===== src/rtl/reg_transfer_sequencer_if.sv =====
// ---------------------------------------------------------------------------
// reg_transfer_sequencer_if
// Command handshake and register-file control bundle for the register
// transfer sequencer.
//   master : command source (decode/control); drives cmd_*, receives strobes
//   slave  : the sequencer; receives cmd_*, drives bus/load/clear strobes
// Signals:
//   cmd_valid/cmd_ready       command handshake
//   cmd_op/ra/rb/rc/alu_op    command fields
//   bus_sel                   encoded bus mux source index
//   load_enable / reg_clr     per-register load and clear strobes
//   alu_op / alu_go           latched ALU function and result-step strobe
//   busy / done / err         status
//   abort                     only when SEQ_ABORT_EN is defined
// ---------------------------------------------------------------------------
interface reg_transfer_sequencer_if #(
    parameter int REGISTERS = 25,
    parameter int SEL_W     = 5
);
    logic                 cmd_valid;
    logic                 cmd_ready;
    logic [2:0]           cmd_op;
    logic [SEL_W-1:0]     cmd_ra;
    logic [SEL_W-1:0]     cmd_rb;
    logic [SEL_W-1:0]     cmd_rc;
    logic [3:0]           cmd_alu_op;
    logic [SEL_W-1:0]     bus_sel;
    logic [REGISTERS-1:0] load_enable;
    logic [REGISTERS-1:0] reg_clr;
    logic [3:0]           alu_op;
    logic                 alu_go;
    logic                 busy;
    logic                 done;
    logic                 err;
`ifdef SEQ_ABORT_EN
    logic                 abort;
`endif

    modport master (
        output cmd_valid, cmd_op, cmd_ra, cmd_rb, cmd_rc, cmd_alu_op,
`ifdef SEQ_ABORT_EN
        output abort,
`endif
        input  cmd_ready, bus_sel, load_enable, reg_clr, alu_op, alu_go,
               busy, done, err
    );

    modport slave (
        input  cmd_valid, cmd_op, cmd_ra, cmd_rb, cmd_rc, cmd_alu_op,
`ifdef SEQ_ABORT_EN
        input  abort,
`endif
        output cmd_ready, bus_sel, load_enable, reg_clr, alu_op, alu_go,
               busy, done, err
    );
endinterface


===== src/rtl/reg_transfer_sequencer.sv =====
// ---------------------------------------------------------------------------
// reg_transfer_sequencer
// Micro-step sequencer for the register file. Accepts one command at a time
// (NOP, MOVE, ALU, WIDE, CLEAR) and steps through T1..T4 driving the bus
// source select, one-hot load enables, per-register clears and the ALU
// strobe. Outputs are decoded from state and latched command fields only.
// Ports:
//   clk  : clock, rising edge
//   clr  : asynchronous active-high reset (forces IDLE, outputs zero)
//   bus  : reg_transfer_sequencer_if.slave (handshake, fields, strobes)
// Optional: define SEQ_ABORT_EN to add bus.abort, which ends any active
// command immediately with done+err and suppresses that cycle's strobes.
// ---------------------------------------------------------------------------
module reg_transfer_sequencer #(
    parameter int REGISTERS = 25,
    parameter int SEL_W     = 5,
    parameter int Y_IDX     = 18,
    parameter int ZLO_IDX   = 19,
    parameter int ZHI_IDX   = 20,
    parameter int HI_IDX    = 22,
    parameter int LO_IDX    = 23
) (
    input logic                     clk,
    input logic                     clr,
    reg_transfer_sequencer_if.slave bus
);
    localparam logic [2:0] S_IDLE = 3'd0;
    localparam logic [2:0] S_T1   = 3'd1;
    localparam logic [2:0] S_T2   = 3'd2;
    localparam logic [2:0] S_T3   = 3'd3;
    localparam logic [2:0] S_T4   = 3'd4;

    localparam logic [2:0] OP_NOP   = 3'd0;
    localparam logic [2:0] OP_MOVE  = 3'd1;
    localparam logic [2:0] OP_ALU   = 3'd2;
    localparam logic [2:0] OP_WIDE  = 3'd3;
    localparam logic [2:0] OP_CLEAR = 3'd4;

    logic [2:0]       state_q, state_d;
    logic [2:0]       op_q;
    logic [SEL_W-1:0] ra_q, rb_q, rc_q;
    logic [3:0]       alu_op_q;
    logic             bad_q;
    logic             accept;
    logic             abort_act;

    function automatic logic [REGISTERS-1:0] onehot(input logic [SEL_W-1:0] idx);
        logic [REGISTERS-1:0] oh;
        for (int i = 0; i < REGISTERS; i++) begin
            oh[i] = (idx == SEL_W'(i));
        end
        return oh;
    endfunction

    function automatic logic idx_bad(input logic [SEL_W-1:0] idx);
        return !(32'(idx) < REGISTERS);
    endfunction

    // Only the fields an opcode actually uses are range-checked.
    function automatic logic cmd_bad(input logic [2:0] op, input logic [SEL_W-1:0] ra,
                                     input logic [SEL_W-1:0] rb, input logic [SEL_W-1:0] rc);
        logic b;
        case (op)
            OP_NOP:   b = 1'b0;
            OP_MOVE:  b = idx_bad(ra) || idx_bad(rc);
            OP_ALU:   b = idx_bad(ra) || idx_bad(rb) || idx_bad(rc);
            OP_WIDE:  b = idx_bad(ra) || idx_bad(rb);
            OP_CLEAR: b = idx_bad(rc);
            default:  b = 1'b1;
        endcase
        return b;
    endfunction

    assign accept = bus.cmd_valid && (state_q == S_IDLE);

`ifdef SEQ_ABORT_EN
    assign abort_act = bus.abort && (state_q != S_IDLE);
`else
    assign abort_act = 1'b0;
`endif

    always_ff @(posedge clk or posedge clr) begin
        if (clr) begin
            state_q  <= S_IDLE;
            op_q     <= '0;
            ra_q     <= '0;
            rb_q     <= '0;
            rc_q     <= '0;
            alu_op_q <= '0;
            bad_q    <= 1'b0;
        end else begin
            state_q <= state_d;
            if (accept) begin
                op_q     <= bus.cmd_op;
                ra_q     <= bus.cmd_ra;
                rb_q     <= bus.cmd_rb;
                rc_q     <= bus.cmd_rc;
                alu_op_q <= bus.cmd_alu_op;
                bad_q    <= cmd_bad(bus.cmd_op, bus.cmd_ra, bus.cmd_rb, bus.cmd_rc);
            end
        end
    end

    always_comb begin
        state_d = state_q;
        case (state_q)
            S_IDLE: if (accept) state_d = S_T1;
            // Only ALU and WIDE continue past T1; invalid commands end here.
            S_T1:   state_d = (!bad_q && (op_q == OP_ALU || op_q == OP_WIDE)) ? S_T2 : S_IDLE;
            S_T2:   state_d = S_T3;
            S_T3:   state_d = (op_q == OP_WIDE) ? S_T4 : S_IDLE;
            S_T4:   state_d = S_IDLE;
            default: state_d = S_IDLE;
        endcase
        if (abort_act) state_d = S_IDLE;
    end

    always_comb begin
        bus.bus_sel     = '0;
        bus.load_enable = '0;
        bus.reg_clr     = '0;
        bus.alu_go      = 1'b0;
        bus.done        = 1'b0;
        bus.err         = 1'b0;
        case (state_q)
            S_T1: begin
                if (bad_q) begin
                    bus.done = 1'b1;
                    bus.err  = 1'b1;
                end else begin
                    case (op_q)
                        OP_MOVE: begin
                            bus.bus_sel     = ra_q;
                            bus.load_enable = onehot(rc_q);
                            bus.done        = 1'b1;
                        end
                        OP_ALU, OP_WIDE: begin
                            bus.bus_sel     = ra_q;
                            bus.load_enable = onehot(SEL_W'(Y_IDX));
                        end
                        OP_CLEAR: begin
                            bus.reg_clr = onehot(rc_q);
                            bus.done    = 1'b1;
                        end
                        default: bus.done = 1'b1;
                    endcase
                end
            end
            S_T2: begin
                bus.bus_sel     = rb_q;
                bus.alu_go      = 1'b1;
                bus.load_enable = onehot(SEL_W'(ZLO_IDX)) | onehot(SEL_W'(ZHI_IDX));
            end
            S_T3: begin
                bus.bus_sel = SEL_W'(ZLO_IDX);
                if (op_q == OP_WIDE) begin
                    bus.load_enable = onehot(SEL_W'(LO_IDX));
                end else begin
                    bus.load_enable = onehot(rc_q);
                    bus.done        = 1'b1;
                end
            end
            S_T4: begin
                bus.bus_sel     = SEL_W'(ZHI_IDX);
                bus.load_enable = onehot(SEL_W'(HI_IDX));
                bus.done        = 1'b1;
            end
            default: ;
        endcase
        // Abort overrides the step: no side effects, report done+err.
        if (abort_act) begin
            bus.load_enable = '0;
            bus.reg_clr     = '0;
            bus.alu_go      = 1'b0;
            bus.done        = 1'b1;
            bus.err         = 1'b1;
        end
    end

    assign bus.cmd_ready = (state_q == S_IDLE);
    assign bus.busy      = (state_q != S_IDLE);
    assign bus.alu_op    = alu_op_q;

endmodule


===== src/flat_wrapper.sv =====
// flat-port wrapper written by rule: the top's interface ports become plain ports
module reg_transfer_sequencer_flat 
#(
    parameter int REGISTERS = 25,
    parameter int SEL_W     = 5,
    parameter int Y_IDX     = 18,
    parameter int ZLO_IDX   = 19,
    parameter int ZHI_IDX   = 20,
    parameter int HI_IDX    = 22,
    parameter int LO_IDX    = 23
)
  (clk, clr, bus_cmd_valid, bus_cmd_op, bus_cmd_ra, bus_cmd_rb, bus_cmd_rc, bus_cmd_alu_op, bus_cmd_ready, bus_bus_sel, bus_load_enable, bus_reg_clr, bus_alu_op, bus_alu_go, bus_busy, bus_done, bus_err);
  reg_transfer_sequencer_if #(.REGISTERS(REGISTERS), .SEL_W(SEL_W)) bus_i ();
  input logic clk;
  input logic clr;
  input wire logic [$bits(bus_i.cmd_valid)-1:0] bus_cmd_valid;
  input wire logic [$bits(bus_i.cmd_op)-1:0] bus_cmd_op;
  input wire logic [$bits(bus_i.cmd_ra)-1:0] bus_cmd_ra;
  input wire logic [$bits(bus_i.cmd_rb)-1:0] bus_cmd_rb;
  input wire logic [$bits(bus_i.cmd_rc)-1:0] bus_cmd_rc;
  input wire logic [$bits(bus_i.cmd_alu_op)-1:0] bus_cmd_alu_op;
  output wire logic [$bits(bus_i.cmd_ready)-1:0] bus_cmd_ready;
  output wire logic [$bits(bus_i.bus_sel)-1:0] bus_bus_sel;
  output wire logic [$bits(bus_i.load_enable)-1:0] bus_load_enable;
  output wire logic [$bits(bus_i.reg_clr)-1:0] bus_reg_clr;
  output wire logic [$bits(bus_i.alu_op)-1:0] bus_alu_op;
  output wire logic [$bits(bus_i.alu_go)-1:0] bus_alu_go;
  output wire logic [$bits(bus_i.busy)-1:0] bus_busy;
  output wire logic [$bits(bus_i.done)-1:0] bus_done;
  output wire logic [$bits(bus_i.err)-1:0] bus_err;
  assign bus_i.cmd_valid = bus_cmd_valid;
  assign bus_i.cmd_op = bus_cmd_op;
  assign bus_i.cmd_ra = bus_cmd_ra;
  assign bus_i.cmd_rb = bus_cmd_rb;
  assign bus_i.cmd_rc = bus_cmd_rc;
  assign bus_i.cmd_alu_op = bus_cmd_alu_op;
  assign bus_cmd_ready = bus_i.cmd_ready;
  assign bus_bus_sel = bus_i.bus_sel;
  assign bus_load_enable = bus_i.load_enable;
  assign bus_reg_clr = bus_i.reg_clr;
  assign bus_alu_op = bus_i.alu_op;
  assign bus_alu_go = bus_i.alu_go;
  assign bus_busy = bus_i.busy;
  assign bus_done = bus_i.done;
  assign bus_err = bus_i.err;
  reg_transfer_sequencer #(.REGISTERS(REGISTERS), .SEL_W(SEL_W), .Y_IDX(Y_IDX), .ZLO_IDX(ZLO_IDX), .ZHI_IDX(ZHI_IDX), .HI_IDX(HI_IDX), .LO_IDX(LO_IDX)) u_core (.clk(clk), .clr(clr), .bus(bus_i));
endmodule

===== config.mk =====
export PLATFORM = sky130hd
export DESIGN_NAME = reg_transfer_sequencer_flat
export DESIGN_NICKNAME = d
export VERILOG_FILES = /design/src/rtl/reg_transfer_sequencer_if.sv /design/src/rtl/reg_transfer_sequencer.sv /design/src/flat_wrapper.sv
export SDC_FILE = /design/constraint.sdc
export NUM_CORES = 1
export LEC_CHECK = 0
export CAP_MARGIN = 20
export CORE_MARGIN = 5
export CORE_UTILIZATION = 43
export CTS_CLUSTER_DIAMETER = 150
export CTS_CLUSTER_SIZE = 12
export DETAILED_ROUTE_END_ITERATION = 10
export PLACE_DENSITY = 0.89
export SLEW_MARGIN = 20
export SYNTH_ARGS = -nofsm -noshare
export SYNTH_HDL_FRONTEND = slang
export SYNTH_SLANG_ARGS = --single-unit

===== constraint.sdc =====
create_clock -name clk -period 3.25 [get_ports clk]
set_clock_uncertainty 0.15 [all_clocks]
set_input_delay 0.65 -clock clk [delete_from_list [all_inputs] [get_ports clk]]
set_output_delay 0.65 -clock clk [all_outputs]
set_load 0.005 [all_outputs]

==> flow_metrics.tcl, run 1 <==
set metrics [dict create \
    final_area_um2 2670 \
    rsz0062_at_grt "no" \
    ys_top_cells_by_count "nand2_1 (82), nor2_1 (56), dfrtp_1 (26), nand2b_1 (7)" \
    fin_nets 353 \
    hpwl_mm 4.14 \
    synth.most_common_cell "nand2_1" \
    die_y_um 73.2 \
    drv_cap 0 \
    regArea_um2 651 \
    track_usage_pct 20.1 \
    worstPathArrival_ns 2.23 \
    synth_seq_cells 26 \
    synth_flop_cell "dfrtp_1" \
    num-fill-cells 331 \
    fmax_mhz 330 \
    ir_worst_vdd_mv 0.441 \
    tns_ns 0 \
    cts-root-buf "clkbuf_8" \
    initial_core_util_pct 43.5 \
    timing.rr.start "u_core.state_q[1]" \
    drc 0 \
    ant_nets 0 \
    yosysTopAreaCellShare_pct 37.9 \
    powerDensity_nw_per_um2 635 \
    grt_pass1_vias 1824 \
    hold-worst-slack_ns 0.333 \
    clk_path_buf_depth 2 \
    min_period_ns 3.03 \
    grt_max_degree 27 \
    clk_pin_slew_worst_paths_ns 0.08 \
    numPortBuffers 88 \
    vias 1925 \
    cp-start-kind "flip-flop" \
    min_delay_path_depth 2 \
    synth.net_count 271 \
    setup_viol 0 \
    num_io_pins 89 \
    place_congestion 0.889 \
    crit_fanout 11 \
    core_um2 3940 \
    firstDrtPassIters 4 \
    r2r_slack_ns 1.40 \
    first_iter_violations 61 \
    grt-ovfl-total 0 \
    synth_warnings 0 \
    antenna_found_initial 0 \
    hold_path.class "reg2reg" \
    dieArea_um2 5350 \
    syn_to_final_growth_pct 55.7 \
    placed_area_um2 2620 \
    antennaDiodeCount 0 \
    leakagePower_nw 1.12 \
    finalNonFillerCells 377 \
    fin_util_pct 67.8 \
    grt_pass1_wl_mm 8.61 \
    die_x_um 73.2 \
    synthesis.area_um2 1720 \
    h-tree-depth 1 \
    routed_wl_mm 5.19 \
    async_reset_ff_share_pct 100 \
    cts_tree "done" \
    ys_types 41 \
    worstMarginPinSlew_ns 0.481 \
    synth_edf_count 0 \
    numClockSinks 26 \
    cp-startpoint "u_core.state_q[0]" \
    crit_type "reg2out" \
    viasPerCell 5.11 \
    outcome "complete, no violations" \
    numCtsBuffers 3 \
    drive_gt1_share_pct 7.65 \
    yosys-top-cells-area "dfrtp_1 (38%), nand2_1 (18%), nor2_1 (12%), nand2b_1 (2.6%), or2_2 (1.8%)" \
    dp_cells 373 \
    min_from "u_core.bus.alu_op[3]" \
    clk_latency_ns 0.27 \
    finalCritPeriodShare_pct 93.2 \
    cp-end-kind "output port" \
    maxSlewHeadroom_pct 67.4 \
    finalHoldViolCount 0 \
    num_rows 23 \
    seq_area_frac_synth_pct 37.9 \
    yosysTopAreaCell "dfrtp_1" \
    synth_cells 246 \
    multi_input_area_um2 977 \
    avgSynthCellArea_um2 6.97 \
    wl_per_cell_um 13.8 \
    drv_slew 0 \
    cp.required_ns 2.45 \
    r2r_cells 5 \
]
[logic make-up (layout without fill, tap and decap cells)]
kind of cell,after synthesis,in the layout,synth area share [%]
simple gates,179,179,46.9
flops,26,26,37.9
buf+inv,20,101,5.18
compound gates,21,21,9.99
[path summary, 6_finish.rpt]
path / to
max: bus_bus_sel[1]
min: u_core.bus.alu_op[3]
max reg2reg: u_core.rb_q[2]
min reg2reg: u_core.bus.alu_op[3]
max in group asynchronous: u_core.op_q[1]
min in group asynchronous: u_core.rc_q[4]
[worst max-delay path, stage by stage, from the launching register on]
cell             delay (ns)
dfrtp_1                0.54
and2b_4                0.26
nand3b_1               0.11
nor2_1                 0.33
o2bb2ai_1              0.18
clkdlybuf4s50_1        0.53
[registers in the layout, indices dropped and copies added, names as in the netlist]
name               count
u_core.bus.alu_op      4
u_core.rb_q            5
u_core.ra_q            5
u_core.rc_q            5
u_core.op_q            3
u_core.bad_q           1
u_core.state_q         3
[cells in the final DEF (no fill, tap or decap)]
| cell type | instances |
|---|---|
| o221a_1 | 1 |
| inv_1 | 5 |
| dfrtp_1 | 26 |
| o311a_1 | 1 |
| a22o_1 | 1 |
| nor2_2 | 4 |
| and4_2 | 1 |
| nor2_1 | 56 |
| o22ai_1 | 1 |
| and2b_4 | 1 |
| nand2_2 | 1 |
| nor3_2 | 1 |
| a221o_1 | 1 |
| o21ai_0 | 3 |
| o211a_4 | 1 |
| or3_1 | 1 |
| a21oi_1 | 3 |
| o311ai_1 | 1 |
| nor2b_1 | 4 |
| clkdlybuf4s50_1 | 88 |
| nand3b_1 | 2 |
| o311ai_2 | 1 |
| o32ai_1 | 1 |
| nor3_1 | 2 |
| buf_4 | 3 |
| nor3b_1 | 4 |
| nand3_2 | 1 |
| inv_2 | 1 |
| o21ai_1 | 2 |
| and2_1 | 1 |
| clkbuf_8 | 4 |
| a21o_1 | 1 |
| nand4b_1 | 1 |
| nand3_4 | 1 |
| o2bb2ai_1 | 3 |
| or2_2 | 5 |
| nand2b_1 | 7 |
| nand3_1 | 3 |
| and2b_1 | 1 |
| nand2_1 | 82 |
[power by group]
part / switching (mW) / internal [mW]
Clock: 0.102 / 0.108
Sequential: 0.167 / 0.470
Combinational: 0.448 / 0.400
Total: 0.716 / 0.979
[layer usage]
metal,part of all wire [%],track usage [%]
met1,42,25.8
met2,48,32.4
met3,7.6,4.55
met4,2.1,8.61
met5,0,0
[timing repair]
item	in CTS	in global routing
setup endpoints to repair	0	7
hold buffers	0	0
gates resized for setup	0	1
buffers inserted	0	0
[final cells by class]
cell class | count | share of cell area, %
timing repair buffer | 91 | 33.8
multi-input combinational | 200 | 36.6
clock buffer | 4 | 2.06
inverter | 6 | 0.843
sequential | 26 | 24.4
tap | 50 | 2.34
[per-stage QoR]
stage | power (mW) | setup slack (ns)
4_1_cts | 1.69 | 0.147
3_3_place_gp | 1.46 | 0.528
2_1_floorplan | 1.13 | 1.21
6_report | 1.70 | 0.221
3_5_place_dp | 1.48 | 0.436
5_1_grt | 1.85 | 0.0381
(Power assumes the default switching activity.)
==> inputs of run 2 (changes only) <==
--- a/config.mk
+++ b/config.mk
@@ -11,6 +11,7 @@
 export CTS_CLUSTER_DIAMETER = 150
 export CTS_CLUSTER_SIZE = 12
 export DETAILED_ROUTE_END_ITERATION = 10
+export HOLD_SLACK_MARGIN = 0.08
 export PLACE_DENSITY = 0.89
 export SLEW_MARGIN = 20
 export SYNTH_ARGS = -nofsm -noshare
==> results of run 2 <==
Same layout as run 1: the final DEF is identical, and so are final timing and power.
